### config.mk
export PLATFORM = sky130hd
export DESIGN_NAME = uart_xcvr_param
export DESIGN_NICKNAME = d
export VERILOG_FILES = /design/src/rtl/uart_pkg.sv /design/src/rtl/uart_baud_cnt.sv /design/src/rtl/uart_xcvr_param.sv
export SDC_FILE = /design/constraint.sdc
export NUM_CORES = 1
export LEC_CHECK = 0
export CAP_MARGIN = 20
export CORE_UTILIZATION = 43
export CTS_CLUSTER_DIAMETER = 30
export CTS_CLUSTER_SIZE = 12
export DETAILED_ROUTE_END_ITERATION = 16
export PLACE_DENSITY = 0.61
export SYNTH_ARGS = -nofsm -noshare
export SYNTH_HDL_FRONTEND = slang
export SYNTH_SLANG_ARGS = --single-unit
### constraint.sdc
create_clock -name clk -period 4.5 [get_ports clk]
set_input_delay 0.9 -clock clk [delete_from_list [all_inputs] [get_ports clk]]
set_output_delay 0.9 -clock clk [all_outputs]
set_load 0.02 [all_outputs]
### src/rtl/uart_pkg.sv
`default_nettype none
// ============================================================================
// Module   : uart_pkg
// Purpose  : Shared types and helpers for the parametrised UART transceiver:
//            frame FSM state encoding, parity mode codes, frame length.
// Ports    : none (package)
// Revision : 1.0 - initial release
// ============================================================================
package uart_pkg;

    typedef enum logic [2:0] {
        IDLE  = 3'd0,
        START = 3'd1,
        DATA  = 3'd2,
        PAR   = 3'd3,
        STOP  = 3'd4
    } tx_state_t;

    // Receiver walks the same bit sequence as the transmitter.
    typedef tx_state_t rx_state_t;

    localparam int PAR_NONE = 0;
    localparam int PAR_EVEN = 1;
    localparam int PAR_ODD  = 2;

    // Whole frame duration in clk cycles.
    function automatic int frame_len(input int data_bits, input int baud_div,
                                     input int parity, input int stop_bits);
        return (1 + data_bits + ((parity != PAR_NONE) ? 1 : 0) + stop_bits) * baud_div;
    endfunction

endpackage
`default_nettype wire

### src/rtl/uart_baud_cnt.sv
`default_nettype none
// ============================================================================
// Module   : uart_baud_cnt
// Purpose  : Loadable baud down-counter. A load starts a period of LOAD cycles
//            (or LOAD/2 with half_i); tick_o pulses for one cycle on the last
//            cycle of the period. Without a reload the counter goes quiet.
// Ports    : clk, rst     - clock, synchronous active-high reset
//            load_i       - start a new period
//            half_i       - qualifies load_i: period is LOAD/2 cycles
//            tick_o       - one-cycle expiry pulse
// Revision : 1.0 - initial release
// ============================================================================
module uart_baud_cnt #(
    parameter int LOAD = 16
) (
    input  logic clk,
    input  logic rst,
    input  logic load_i,
    input  logic half_i,
    output logic tick_o
);

    localparam int            W       = (LOAD > 1) ? $clog2(LOAD) : 1;
    localparam logic [W-1:0]  FULL_M1 = W'(LOAD - 1);
    localparam logic [W-1:0]  HALF_M1 = W'(LOAD / 2 - 1);

    logic [W-1:0] cnt_q;
    logic         active_q;

    assign tick_o = active_q && (cnt_q == '0);

    always_ff @(posedge clk) begin
        if (rst) begin
            cnt_q    <= '0;
            active_q <= 1'b0;
        end else if (load_i) begin
            cnt_q    <= half_i ? HALF_M1 : FULL_M1;
            active_q <= 1'b1;
        end else if (tick_o) begin
            active_q <= 1'b0;
        end else if (active_q) begin
            cnt_q    <= cnt_q - 1'b1;
        end
    end

endmodule
`default_nettype wire

### src/rtl/uart_xcvr_param.sv
`default_nettype none
// ============================================================================
// Module   : uart_xcvr_param
// Purpose  : Parametrised full-duplex UART (DATA_BITS 5..9, BAUD_DIV >= 4,
//            PARITY none/even/odd, 1 or 2 stop bits) with parity, framing,
//            false-start and overrun handling.
// Ports    : clk, rst                 - clock, synchronous active-high reset
//            trmt, tx_data            - start pulse and word to send
//            TX, tx_done, tx_busy     - serial out, frame done, mid-frame
//            RX                       - asynchronous serial in
//            clr_rdy                  - clears rdy/perr/ferr/ovr
//            rx_data, rdy             - received word and its valid flag
//            perr, ferr, ovr          - parity / framing / overrun flags
//            loopback (UART_LOOPBACK_EN only) - receive internal TX, hold pin high
// Config   : `define UART_LOOPBACK_EN to add the loopback port.
// Revision : 1.0 - initial release
// ============================================================================
module uart_xcvr_param
    import uart_pkg::*;
#(
    parameter int DATA_BITS = 8,
    parameter int BAUD_DIV  = 2604,
    parameter int PARITY    = 0,
    parameter int STOP_BITS = 1
) (
    input  logic                 clk,
    input  logic                 rst,
`ifdef UART_LOOPBACK_EN
    input  logic                 loopback,
`endif
    input  logic                 trmt,
    input  logic [DATA_BITS-1:0] tx_data,
    output logic                 TX,
    output logic                 tx_done,
    output logic                 tx_busy,
    input  logic                 RX,
    input  logic                 clr_rdy,
    output logic [DATA_BITS-1:0] rx_data,
    output logic                 rdy,
    output logic                 perr,
    output logic                 ferr,
    output logic                 ovr
);

    if (DATA_BITS < 5 || DATA_BITS > 9) begin : g_bad_data_bits
        $error("uart_xcvr_param: DATA_BITS must be 5..9");
    end
    if (BAUD_DIV < 4) begin : g_bad_baud_div
        $error("uart_xcvr_param: BAUD_DIV must be >= 4");
    end
    if (PARITY < PAR_NONE || PARITY > PAR_ODD) begin : g_bad_parity
        $error("uart_xcvr_param: PARITY must be 0, 1 or 2");
    end
    if (STOP_BITS < 1 || STOP_BITS > 2) begin : g_bad_stop_bits
        $error("uart_xcvr_param: STOP_BITS must be 1 or 2");
    end
    // Catches 32-bit overflow of the frame length for absurd divisors.
    if (frame_len(DATA_BITS, BAUD_DIV, PARITY, STOP_BITS) <= 0) begin : g_bad_frame_len
        $error("uart_xcvr_param: frame length out of range");
    end

    localparam int             BW        = $clog2(DATA_BITS + 1);
    localparam logic [BW-1:0]  LAST_DATA = BW'(DATA_BITS - 1);
    localparam logic [BW-1:0]  LAST_STOP = BW'(STOP_BITS - 1);
    localparam logic           HAS_PAR   = (PARITY != PAR_NONE);
    localparam logic           PAR_INV   = (PARITY == PAR_ODD);

    // ------------------------------------------------------------------ TX
    tx_state_t              tx_state_q, tx_state_d;
    logic [DATA_BITS-1:0]   tx_shift_q, tx_shift_d;
    logic [BW-1:0]          tx_bit_q,   tx_bit_d;
    logic                   tx_q,       tx_d;
    logic                   tx_par_q,   tx_par_d;
    logic                   tx_done_q,  tx_done_d;
    logic                   tx_busy_q,  tx_busy_d;
    logic                   tx_load,    tx_tick;

    uart_baud_cnt #(.LOAD(BAUD_DIV)) u_tx_baud (
        .clk    (clk),
        .rst    (rst),
        .load_i (tx_load),
        .half_i (1'b0),
        .tick_o (tx_tick)
    );

    always_ff @(posedge clk) begin
        if (rst) begin
            tx_state_q <= IDLE;
            tx_shift_q <= '0;
            tx_bit_q   <= '0;
            tx_q       <= 1'b1;
            tx_par_q   <= 1'b0;
            tx_done_q  <= 1'b0;
            tx_busy_q  <= 1'b0;
        end else begin
            tx_state_q <= tx_state_d;
            tx_shift_q <= tx_shift_d;
            tx_bit_q   <= tx_bit_d;
            tx_q       <= tx_d;
            tx_par_q   <= tx_par_d;
            tx_done_q  <= tx_done_d;
            tx_busy_q  <= tx_busy_d;
        end
    end

    always_comb begin
        tx_state_d = tx_state_q;
        tx_shift_d = tx_shift_q;
        tx_bit_d   = tx_bit_q;
        tx_d       = tx_q;
        tx_par_d   = tx_par_q;
        tx_done_d  = tx_done_q;
        tx_busy_d  = tx_busy_q;
        tx_load    = 1'b0;
        case (tx_state_q)
            IDLE: if (trmt) begin
                tx_state_d = START;
                tx_shift_d = tx_data;
                tx_par_d   = (^tx_data) ^ PAR_INV;
                tx_bit_d   = '0;
                tx_d       = 1'b0;
                tx_done_d  = 1'b0;
                tx_busy_d  = 1'b1;
                tx_load    = 1'b1;
            end
            START: if (tx_tick) begin
                tx_state_d = DATA;
                tx_d       = tx_shift_q[0];
                tx_load    = 1'b1;
            end
            DATA: if (tx_tick) begin
                tx_load = 1'b1;
                if (tx_bit_q == LAST_DATA) begin
                    tx_bit_d = '0;
                    if (HAS_PAR) begin
                        tx_state_d = PAR;
                        tx_d       = tx_par_q;
                    end else begin
                        tx_state_d = STOP;
                        tx_d       = 1'b1;
                    end
                end else begin
                    tx_bit_d   = tx_bit_q + 1'b1;
                    tx_shift_d = tx_shift_q >> 1;
                    tx_d       = tx_shift_q[1];
                end
            end
            PAR: if (tx_tick) begin
                tx_state_d = STOP;
                tx_d       = 1'b1;
                tx_load    = 1'b1;
            end
            STOP: if (tx_tick) begin
                if (tx_bit_q == LAST_STOP) begin
                    tx_state_d = IDLE;
                    tx_done_d  = 1'b1;
                    tx_busy_d  = 1'b0;
                end else begin
                    tx_bit_d = tx_bit_q + 1'b1;
                    tx_load  = 1'b1;
                end
            end
            default: tx_state_d = IDLE;
        endcase
    end

    assign tx_done = tx_done_q;
    assign tx_busy = tx_busy_q;

    // Receiver source selection happens ahead of the synchroniser.
    logic rx_in;
`ifdef UART_LOOPBACK_EN
    assign rx_in = loopback ? tx_q : RX;
    assign TX    = loopback | tx_q;
`else
    assign rx_in = RX;
    assign TX    = tx_q;
`endif

    // ------------------------------------------------------------------ RX
    logic                   rx_s1_q, rx_s2_q, rx_prev_q;
    rx_state_t              rx_state_q, rx_state_d;
    logic [DATA_BITS-1:0]   rx_shift_q, rx_shift_d;
    logic [BW-1:0]          rx_bit_q,   rx_bit_d;
    logic                   rx_par_q,   rx_par_d;
    logic [DATA_BITS-1:0]   rx_data_q,  rx_data_d;
    logic                   rdy_q,  rdy_d;
    logic                   perr_q, perr_d;
    logic                   ferr_q, ferr_d;
    logic                   ovr_q,  ovr_d;
    logic                   rx_load, rx_half, rx_tick;

    uart_baud_cnt #(.LOAD(BAUD_DIV)) u_rx_baud (
        .clk    (clk),
        .rst    (rst),
        .load_i (rx_load),
        .half_i (rx_half),
        .tick_o (rx_tick)
    );

    always_ff @(posedge clk) begin
        if (rst) begin
            rx_s1_q    <= 1'b1;
            rx_s2_q    <= 1'b1;
            rx_prev_q  <= 1'b1;
            rx_state_q <= IDLE;
            rx_shift_q <= '0;
            rx_bit_q   <= '0;
            rx_par_q   <= 1'b0;
            rx_data_q  <= '0;
            rdy_q      <= 1'b0;
            perr_q     <= 1'b0;
            ferr_q     <= 1'b0;
            ovr_q      <= 1'b0;
        end else begin
            rx_s1_q    <= rx_in;
            rx_s2_q    <= rx_s1_q;
            rx_prev_q  <= rx_s2_q;
            rx_state_q <= rx_state_d;
            rx_shift_q <= rx_shift_d;
            rx_bit_q   <= rx_bit_d;
            rx_par_q   <= rx_par_d;
            rx_data_q  <= rx_data_d;
            rdy_q      <= rdy_d;
            perr_q     <= perr_d;
            ferr_q     <= ferr_d;
            ovr_q      <= ovr_d;
        end
    end

    always_comb begin
        rx_state_d = rx_state_q;
        rx_shift_d = rx_shift_q;
        rx_bit_d   = rx_bit_q;
        rx_par_d   = rx_par_q;
        rx_data_d  = rx_data_q;
        rdy_d      = rdy_q;
        perr_d     = perr_q;
        ferr_d     = ferr_q;
        ovr_d      = ovr_q;
        rx_load    = 1'b0;
        rx_half    = 1'b0;
        // Host clear first so a coincident completion below overrides it.
        if (clr_rdy) begin
            rdy_d  = 1'b0;
            perr_d = 1'b0;
            ferr_d = 1'b0;
            ovr_d  = 1'b0;
        end
        case (rx_state_q)
            IDLE: if (rx_prev_q && !rx_s2_q) begin
                rx_state_d = START;
                rx_load    = 1'b1;
                rx_half    = 1'b1;
            end
            START: if (rx_tick) begin
                if (rx_s2_q) begin
                    rx_state_d = IDLE;      // line back high at mid-start: glitch
                end else begin
                    rx_state_d = DATA;
                    rx_bit_d   = '0;
                    rx_load    = 1'b1;
                end
            end
            DATA: if (rx_tick) begin
                rx_shift_d = {rx_s2_q, rx_shift_q[DATA_BITS-1:1]};
                rx_load    = 1'b1;
                if (rx_bit_q == LAST_DATA) begin
                    rx_bit_d = '0;
                    if (HAS_PAR) rx_state_d = PAR;
                    else         rx_state_d = STOP;
                end else begin
                    rx_bit_d = rx_bit_q + 1'b1;
                end
            end
            PAR: if (rx_tick) begin
                rx_par_d   = rx_s2_q;
                rx_state_d = STOP;
                rx_load    = 1'b1;
            end
            STOP: if (rx_tick) begin
                rx_state_d = IDLE;
                rx_data_d  = rx_shift_q;
                rdy_d      = 1'b1;
                perr_d     = HAS_PAR && (rx_par_q != ((^rx_shift_q) ^ PAR_INV));
                ferr_d     = !rx_s2_q;
                ovr_d      = rdy_q && !clr_rdy;
            end
            default: rx_state_d = IDLE;
        endcase
    end

    assign rx_data = rx_data_q;
    assign rdy     = rdy_q;
    assign perr    = perr_q;
    assign ferr    = ferr_q;
    assign ovr     = ovr_q;

endmodule
`default_nettype wire

==> results.json, run 1 <==
{
  "status": "finished, final reports clean",
  "hp-class": "reg2reg",
  "numCtsBuffers": 9,
  "grt_setup_unrepaired": "no",
  "antenna_left": 0,
  "p_comb_share_pct": 23.4,
  "htreeDepth": 3,
  "via_per_inst": 5.69,
  "cts_setup_buffers": 0,
  "clkTransAtPathRegs_ns": 0.09,
  "clock_latency_ns": 0.35,
  "drcViolationCount": 0,
  "die_w_um": 93.0,
  "synth_top_area_cell": "dfxtp_1",
  "synth_async_sr_flop_share_pct": 0,
  "p_seq_share_pct": 45.1,
  "max_stage_delay_ns": 0.98,
  "start_util_pct": 45.4,
  "worst_pin_slew_ns": 1.10,
  "post_cts_resized": 0,
  "clockBufferDepth": 2,
  "die_area_um2": 8650,
  "intPower_uw": 1150,
  "grtUsageTotal_pct": 19.4,
  "dp_hpwl_um": 5230,
  "syn-num-nets": 431,
  "worst-path-max-fanout": 15,
  "fmaxAchievable_ghz": 0.332,
  "via_count": 3068,
  "worst-path-stages": 7,
  "max-cap-violations": 0,
  "synth_top_cells_by_count": "74 x dfxtp_1, 45 x nor2_1, 29 x a21oi_1",
  "cts_tree": "built",
  "cp.arrival_ns": 3.28,
  "fin_crit_sh_pct": 67.0,
  "antenna_found_initial": 0,
  "ff2ff_path_depth": 7,
  "core_um2": 7850,
  "drive_gt1_share_pct": 8.24,
  "hold_buffers": 0,
  "critical_path.slowest_cell": "a22oi_1",
  "grt_overflow": 0,
  "setup_tns_ns": 0,
  "gp_congestion": 0.795,
  "p_sw_uw": 570,
  "grt_pass1_wl_um": 13600,
  "ios": 28,
  "cp-end-kind": "flop",
  "yosysTopAreaCellShare_pct": 41.6,
  "crit_type": "reg2reg",
  "slew_viol_final": 0,
  "p_sw_share_pct": 33.2,
  "finalHoldViolCount": 0,
  "drtPass1Iterations": 5,
  "die_h_um": 93.0,
  "critPathLaunchType": "flop",
  "fin_crit_ns": 3.02,
  "cp_top_family": "compound AO/OA/AOI/OAI gates",
  "place_area_um2": 3890,
  "timing.hold.ws_ns": 0.423,
  "rows": 32,
  "required_ns": 4.77,
  "routed_wl_um": 7660,
  "antenna_cells": 0,
  "fill_cells": 790,
  "clock-sinks": 74,
  "power_leakage_uw": 0.00152,
  "yosysMostFrequentCell": "dfxtp_1",
  "syn_area_per_cell_um2": 8.66,
  "final_nets": 452,
  "seq_area_frac_synth_pct": 41.6,
  "area_growth_pct": 15.1,
  "hold_depth": 1,
  "synth_edf_count": 0,
  "p_per_area_nw_per_um2": 418,
  "synth.yosys.warnings": 0,
  "grt_pass1_vias": 2877,
  "crit_path_cell_trace": "inv_1 > ha_1 > nor3b_1 > nand4_1 > a22oi_1 > nor2_1 > a211oi_1",
  "cts-root-buf": "clkbuf_8",
  "ys_seq_elements": 74,
  "ir_drop_v": 0.000202,
  "wl_per_cell_um": 14.2,
  "netlist_area_um2": 3560,
  "grt_max_degree": 40,
  "drt_iter0_drc": 114,
  "max_slew_margin_pct": 26.8,
  "clock_skew_ns": 0.00881,
  "numPortBuffers": 27,
  "fin_area_um2": 4100,
  "synthesis.instances": 411,
  "setup_viol": 0,
  "crit_buf_inv": 1,
  "synth_area_leaders": "dfxtp_1 42%, mux2i_1 7.3%, nor2_1 4.7%",
  "p_clk_share_pct": 31.5,
  "synth_flop_cell": "dfxtp_1",
  "ys_types": 50
}
==> worst register-to-register path, stage by stage, from the launching register on <==
cell	delay, ns
dfxtp_1	0.34
inv_1	0.08
ha_1	0.15
nor3b_1	0.65
nand4_1	0.42
a22oi_1	0.98
nor2_1	0.08
a211oi_1	0.24
==> area by class of cell <==
cell class | count | area [um2] | share of cell area (%)
Multi-Input combinational cell | 300 | 1930 | 47.0
Sequential cell | 74 | 1480 | 36.1
Timing Repair Buffer | 32 | 303 | 7.39
Tap cell | 102 | 128 | 3.11
Clock buffer | 9 | 124 | 3.02
Clock inverter | 7 | 81.3 | 1.98
Inverter | 15 | 56.3 | 1.37
==> registers in the layout (all words and copies together), names as in the netlist <==
name / cells
TX: 1
ferr: 1
ovr: 1
perr: 1
rdy: 1
rx_bit_q: 4
rx_data: 8
rx_prev_q: 1
rx_s1_q: 1
rx_s2_q: 1
rx_shift_q: 8
rx_state_q: 3
tx_bit_q: 4
tx_busy: 1
tx_done: 1
tx_shift_q: 8
tx_state_q: 3
u_rx_baud.active_q: 1
u_rx_baud.cnt_q: 12
u_tx_baud.active_q: 1
u_tx_baud.cnt_q: 12
==> per-stage QoR <==
step	instances	power [uW]	util, %	setup WS, ns
4_1_cts	539	1740	52.2	1.47
2_1_floorplan	411	1090	-	2.02
5_1_grt	539	1830	52.2	1.05
3_3_place_gp	523	1180	49.6	1.61
6_report	539	1710	52.2	1.48
3_5_place_dp	523	1190	49.6	1.51
==> cells by family (layout without fill, tap and decap cells) <==
kind of cell,after synthesis,after routing,synth area share (%)
xor+xnor,13,13,3.20
mux,26,26,7.31
flops,74,74,41.6
simple gates,161,161,24.4
fa+ha+maj,7,7,2.46
compound gates,93,93,16.7
buf+inv,37,63,4.29
==> power by group through the flow <==
stage               registers, uW  clock network [uW]  logic [uW]
floorplan                     768                   0         322
detailed placement            788                   0         398
CTS                           773                 563         401
finish                        773                 540         401
global route                  784                 591         454
global placement              787                   0         392
==> cells in the final DEF, fill, tap and decap left out, drive strengths merged, types with 5 or more instances in the layout <==
| cell | Yosys | routed |
|---|---|---|
| clkdlybuf4s50 | 0 | 26 |
| or2 | 5 | 5 |
| nand3 | 13 | 13 |
| nor3b | 8 | 8 |
| a211oi | 13 | 13 |
| nor3 | 18 | 18 |
| a21oi | 29 | 29 |
| o21ai | 22 | 22 |
| ha | 7 | 7 |
| or3 | 5 | 5 |
| nand2 | 16 | 16 |
| inv | 15 | 20 |
| xnor2 | 6 | 6 |
| clkbuf | 15 | 9 |
| or4 | 8 | 8 |
| dfxtp | 74 | 74 |
| nor2 | 45 | 45 |
| nand4 | 9 | 9 |
| mux2i | 26 | 26 |
| nor4 | 11 | 11 |
| buf | 7 | 6 |
| nand2b | 5 | 5 |
| xor2 | 7 | 7 |
==> metal layers <==
metal | vias to the layer above | global-route usage, % | wire (um)
met5 | - | 0 | 0
met4 | 0 | 6.15 | 85
met3 | 8 | 4.15 | 211
met2 | 35 | 31.3 | 3610
met1 | 1477 | 25.9 | 3750
li1 | 1548 | - | -
==> worst paths after layout <==
check	from	end	slack, ns
max	u_tx_baud.cnt_q[0]	tx_shift_q[1]	1.48
min	rx_s1_q	rx_s2_q	0.42
max reg2reg	u_tx_baud.cnt_q[0]	tx_shift_q[1]	1.48
min reg2reg	rx_s1_q	rx_s2_q	0.42
Note: power is estimated with default switching activity, not from simulation.
==> run 2: changes to the inputs <==
Settings changed: PLACE_DENSITY 0.61 to 0.63.
Clock period 4.5 ns to 2.5 ns, I/O delays scaled along.
==> results.json, run 2 (same netlist as run 1, synthesis figures left out) <==
{
  "antenna_found_initial": 0,
  "numPortBuffers": 27,
  "die_h_um": 93.0,
  "final_nets": 465,
  "cp.arrival_ns": 2.58,
  "setup_tns_ns": 0,
  "die_area_um2": 8650,
  "cts-root-buf": "clkbuf_8",
  "via_count": 3044,
  "clkTransAtPathRegs_ns": 0.08,
  "wl_per_cell_um": 13.8,
  "worst-path-max-fanout": 13,
  "ios": 28,
  "hold_buffers": 0,
  "drive_gt1_share_pct": 11.6,
  "worst-path-stages": 6,
  "fin_crit_sh_pct": 94.7,
  "crit_start": "u_rx_baud.cnt_q[2]",
  "grt_max_degree": 50,
  "crit_buf_inv": 1,
  "p_per_area_nw_per_um2": 740,
  "fill_cells": 720,
  "area_growth_pct": 18.5,
  "htreeDepth": 3,
  "finalHoldViolCount": 0,
  "gp_congestion": 0.858,
  "worst_pin_slew_ns": 0.544,
  "critPathLaunchType": "flop",
  "layout_setup_ws_ns": 0.134,
  "crit_type": "reg2reg",
  "grt_overflow": 0,
  "fin_crit_ns": 2.37,
  "antenna_cells": 0,
  "cts_tree": "built",
  "multi_input_area_um2": 1940,
  "via_per_inst": 5.51,
  "max_slew_margin_pct": 63.4,
  "critical_path.slowest_cell": "or4_1",
  "drt_iter0_drc": 137,
  "grtUsageTotal_pct": 18.3,
  "r2r_slack_ns": 0.13,
  "drcViolationCount": 0,
  "largestRegisters": "u_rx_baud.cnt_q x12, u_tx_baud.cnt_q x12",
  "clockBufferDepth": 2,
  "core_um2": 7850,
  "layout_commonest_cell": "dfxtp_1",
  "dp_hpwl_um": 5190,
  "max_stage_delay_ns": 0.61,
  "r2r_end": "rx_data[6]",
  "ir_drop_v": 0.000470,
  "grt_pass1_wl_um": 12700,
  "p_total_uw": 3120,
  "hold_depth": 1,
  "grt_setup_unrepaired": "no",
  "endpoint": "rx_data[6]",
  "cp-end-kind": "flop",
  "status": "finished, final reports clean",
  "slew_viol_final": 0,
  "timing.rr.start": "u_rx_baud.cnt_q[2]",
  "hp-class": "reg2reg",
  "clock-sinks": 74,
  "layout_common_cells": "74 x dfxtp_1, 45 x nor2_1, 29 x a21oi_1, 26 x mux2i_1, 26 x clkdlybuf4s50_1",
  "routed_wl_um": 7600,
  "cp_top_family": "simple AND/OR/NAND/NOR gates",
  "max-cap-violations": 0,
  "die_w_um": 93.0,
  "rows": 32,
  "start_util_pct": 45.4,
  "fmaxAchievable_ghz": 0.423,
  "dp_slack_ns": 0.0434,
  "drtPass1Iterations": 4,
  "required_ns": 2.72,
  "grt_pass1_vias": 2811,
  "numCtsBuffers": 9,
  "antenna_left": 0,
  "crit_path_cell_trace": "or4_1 > or4_4 > or3_1 > buf_4 > mux2i_1 > nor2_1",
  "clock_skew_ns": 0.00830,
  "regArea_um2": 1480,
  "power_leakage_uw": 0.00159,
  "ff2ff_path_depth": 6,
  "clock_latency_ns": 0.33,
  "setup_viol": 0
}
## run 2: timing repair
action	CTS	global route
hold endpoints to repair	0	0
resized for setup	0	3
setup endpoints to repair	0	15
buffers inserted	0	0
## run 2: metal layers
metal / vias up / global-route usage, % / wire, um
li1: 1570 / - / -
met1: 1422 / 23.5 / 3760
met2: 50 / 30.1 / 3550
met3: 2 / 5.12 / 258
met4: 0 / 5.00 / 38
met5: - / 0 / 0
## run 2: through the flow
step,utilization [%],cells,hold slack (ns),cell area (um2)
after floorplan,-,411,0.389,3560
after global placement,51.0,536,0.395,4000
after detailed placement,51.0,536,0.398,4000
after CTS,53.6,552,0.417,4210
after global routing,53.7,552,0.435,4220
final,53.7,552,0.413,4220
## run 2: worst register-to-register path: cells and delay by family (launching register included)
| kind | cells | cell delay (ns) |
|---|---|---|
| flip-flops | 1 | 0.35 |
| buffers and inverters | 1 | 0.20 |
| AND/OR/NAND/NOR | 4 | 1.51 |
| multiplexers | 1 | 0.19 |
## run 2: final cells by class
class | instances | area share (%)
multi-input combinational | 300 | 45.9
sequential | 74 | 35.1
timing repair buffer | 45 | 9.79
clock buffer | 10 | 3.26
tap | 102 | 3.03
clock inverter | 6 | 1.54
inverter | 15 | 1.33
## run 2: worst min-delay path by stage
| stage | startpoint | endpoint | slack, ns |
|---|---|---|---|
| 3_5_place_dp | rx_s1_q | rx_s2_q | 0.40 |
| 2_1_floorplan | rx_s1_q | rx_s2_q | 0.39 |
| 3_3_place_gp | rx_s1_q | rx_s2_q | 0.40 |
| 5_1_grt | rx_s1_q | rx_s2_q | 0.44 |
| 4_1_cts | rx_s1_q | rx_s2_q | 0.42 |
| 6_report | rx_s1_q | rx_s2_q | 0.41 |
## run 2: report_power, final
part / leakage (uW) / switching (uW) / internal, uW
logic: 0.000882 / 449 / 357
registers: 0.000603 / 93.7 / 1290
clock network: 0.000103 / 448 / 490
==> run 3: changes to the inputs <==
Settings changed: GPL_ROUTABILITY_DRIVEN from default to 0, SYNTH_HIERARCHICAL from default to 1.
==> results.json, run 3 <==
{
  "r2r_slack_ns": 0.01,
  "core_um2": 8300,
  "numPortBuffers": 27,
  "synth_edf_count": 0,
  "grtUsageTotal_pct": 19.2,
  "hold_buffers": 0,
  "final_nets": 513,
  "power_leakage_uw": 0.00173,
  "crit_buf_inv": 3,
  "dp_hpwl_um": 5870,
  "htreeDepth": 3,
  "cp_top_family": "simple AND/OR/NAND/NOR gates",
  "p_per_area_nw_per_um2": 677,
  "antenna_found_initial": 0,
  "crit_type": "reg2reg",
  "clockBufferDepth": 2,
  "setup_viol": 0,
  "clock_latency_ns": 0.36,
  "synth_async_sr_flop_share_pct": 0,
  "via_count": 3388,
  "ir_drop_v": 0.000397,
  "fin_crit_ns": 2.49,
  "yosysTopAreaCellShare_pct": 39.6,
  "timing.hold.ws_ns": 0.446,
  "ys_types": 70,
  "max-cap-violations": 0,
  "die_area_um2": 9070,
  "ff2ff_path_depth": 10,
  "largestRegisters": "u_rx_baud/cnt_q x12, u_tx_baud/cnt_q x12",
  "grt_max_degree": 36,
  "start_util_pct": 45.1,
  "max_slew_margin_pct": 60.3,
  "fin_crit_sh_pct": 99.5,
  "synth_area_leaders": "dfxtp_1 40%, nand2_1 5.2%, a21oi_1 4.8%",
  "yosysMostFrequentCell": "dfxtp_1",
  "status": "finished, final reports clean",
  "slew_viol_final": 0,
  "syn_area_per_cell_um2": 8.66,
  "via_per_inst": 5.62,
  "r2r_end": "tx_bit_q[1]",
  "hold_depth": 1,
  "grt_setup_unrepaired": "yes",
  "clock_skew_ns": 0.0104,
  "wl_per_cell_um": 14.4,
  "synth.yosys.warnings": 6,
  "drive_gt1_share_pct": 21.5,
  "hp-start": "rx_s1_q",
  "routed_wl_um": 8670,
  "die_w_um": 95.3,
  "synth_top_area_cell": "dfxtp_1",
  "layout_setup_ws_ns": 0.0128,
  "ys_seq_elements": 74,
  "holdPathEnd": "rx_s2_q",
  "drcViolationCount": 0,
  "hp-class": "reg2reg",
  "area_growth_pct": 25.7,
  "clkTransAtPathRegs_ns": 0.08,
  "drt_iter0_drc": 79,
  "dp_slack_ns": -0.125,
  "synthesis.instances": 432,
  "grt_pass1_vias": 2941,
  "setup_tns_ns": 0,
  "numCtsBuffers": 9,
  "crit_path_cell_trace": "inv_2 > ha_4 > or4b_4 > nor4_4 > buf_4 > mux2i_1 > mux2_4 > nand3b_1 > buf_4 > mux2i_1",
  "layout_commonest_cell": "dfxtp_1",
  "synth_top_cells_by_count": "74 x dfxtp_1, 52 x nand2_1, 36 x a21oi_1",
  "critical_path.slowest_cell": "or4b_4",
  "ios": 28,
  "antenna_left": 0,
  "antenna_cells": 0,
  "cts_tree": "built",
  "critPathLaunchType": "flop",
  "cts-root-buf": "clkbuf_8",
  "netlist_area_um2": 3740,
  "clock-sinks": 74,
  "fmaxAchievable_ghz": 0.402,
  "drtPass1Iterations": 5,
  "timing.rr.start": "u_tx_baud/cnt_q[1]",
  "worst-path-max-fanout": 5,
  "layout_common_cells": "70 x dfxtp_1, 50 x nand2_1, 38 x buf_4, 36 x a21oi_1, 26 x clkdlybuf4s50_1",
  "die_h_um": 95.3,
  "max_stage_delay_ns": 0.49,
  "rows": 33,
  "cp-end-kind": "flop",
  "required_ns": 2.74,
  "grt_pass1_wl_um": 13700,
  "worst_pin_slew_ns": 0.587,
  "seq_area_frac_synth_pct": 39.6,
  "finalHoldViolCount": 0,
  "grt_overflow": 0,
  "cp.arrival_ns": 2.73,
  "synth_flop_cell": "dfxtp_1"
}
-- run 3: where the power goes --
part | switching [uW] | internal (uW) | leakage, uW
Sequential | 97.5 | 1280 | 0.000605
Clock | 478 | 467 | 0.0000885
Combinational | 454 | 408 | 0.00103
-- run 3: area by class of cell --
type                       count  area, um2
fill                         763       3600
tap                          105        131
inverter                      19       75.1
timing repair buffer          70        616
multi-input combinational    319       2190
clock inverter                 7       77.6
clock buffer                   9        124
sequential                    74       1490
-- run 3: how the worst max path moves through the flow --
stage / startpoint / to / slack, ns / cells past startpoint
2_1_floorplan: u_rx_baud/cnt_q[0] / u_rx_baud/cnt_q[10] / 0.03 / 13
3_3_place_gp: u_tx_baud/cnt_q[0] / u_tx_baud/cnt_q[1] / -0.03 / 12
3_5_place_dp: u_tx_baud/cnt_q[0] / u_tx_baud/cnt_q[2] / -0.13 / 13
4_1_cts: u_tx_baud/cnt_q[0] / u_tx_baud/cnt_q[2] / -0.002 / 13
5_1_grt: u_rx_baud/cnt_q[1] / u_rx_baud/cnt_q[8] / -0.11 / 11
6_report: u_tx_baud/cnt_q[1] / tx_bit_q[1] / 0.01 / 10
-- run 3: repair_timing --
item | in CTS | in global routing
setup endpoints to repair | 10 | 31
gates resized for setup | 4 | 40
pin swaps | 0 | 18
setup buffers | 3 | 10
-- run 3: metrics by stage --
| step | cells | utilization, % | cell area, um2 | power, uW |
|---|---|---|---|---|
| after global placement | 574 | 51.2 | 4250 | 2120 |
| after detailed placement | 574 | 51.2 | 4250 | 2130 |
| after CTS | 593 | 54.1 | 4490 | 3090 |
| after floorplan | 435 | - | 3760 | 1920 |
| after global routing | 603 | 56.6 | 4700 | 3350 |
| final | 603 | 56.6 | 4700 | 3180 |
-- run 3: kinds of logic after synthesis --
kind of cell | synth area share [%]
AOI/OAI and AO/OA | 21.4
xor gates and xnor gates | 1.64
adders and majority gates | 2.34
buffers and inverters | 5.39
DFF | 39.6
muxes | 4.08
other | 0.100
and+or+nand+nor | 25.5
-- run 3: worst reg2reg max path: stages, from the launching register on --
cell and delay (ns):
dfxtp_2 0.34, inv_2 0.09, ha_4 0.14, or4b_4 0.49
nor4_4 0.22, buf_4 0.19, mux2i_1 0.09, mux2_4 0.32
nand3b_1 0.22, buf_4 0.18, mux2i_1 0.11
-- run 3: metal layers --
metal	part of all wire, %	wire, um	global-route usage, %
met1	48	4200	25.1
met2	47	4100	31.1
met3	3.2	279	4.31
met4	0.98	85	6.19
met5	0	0	0
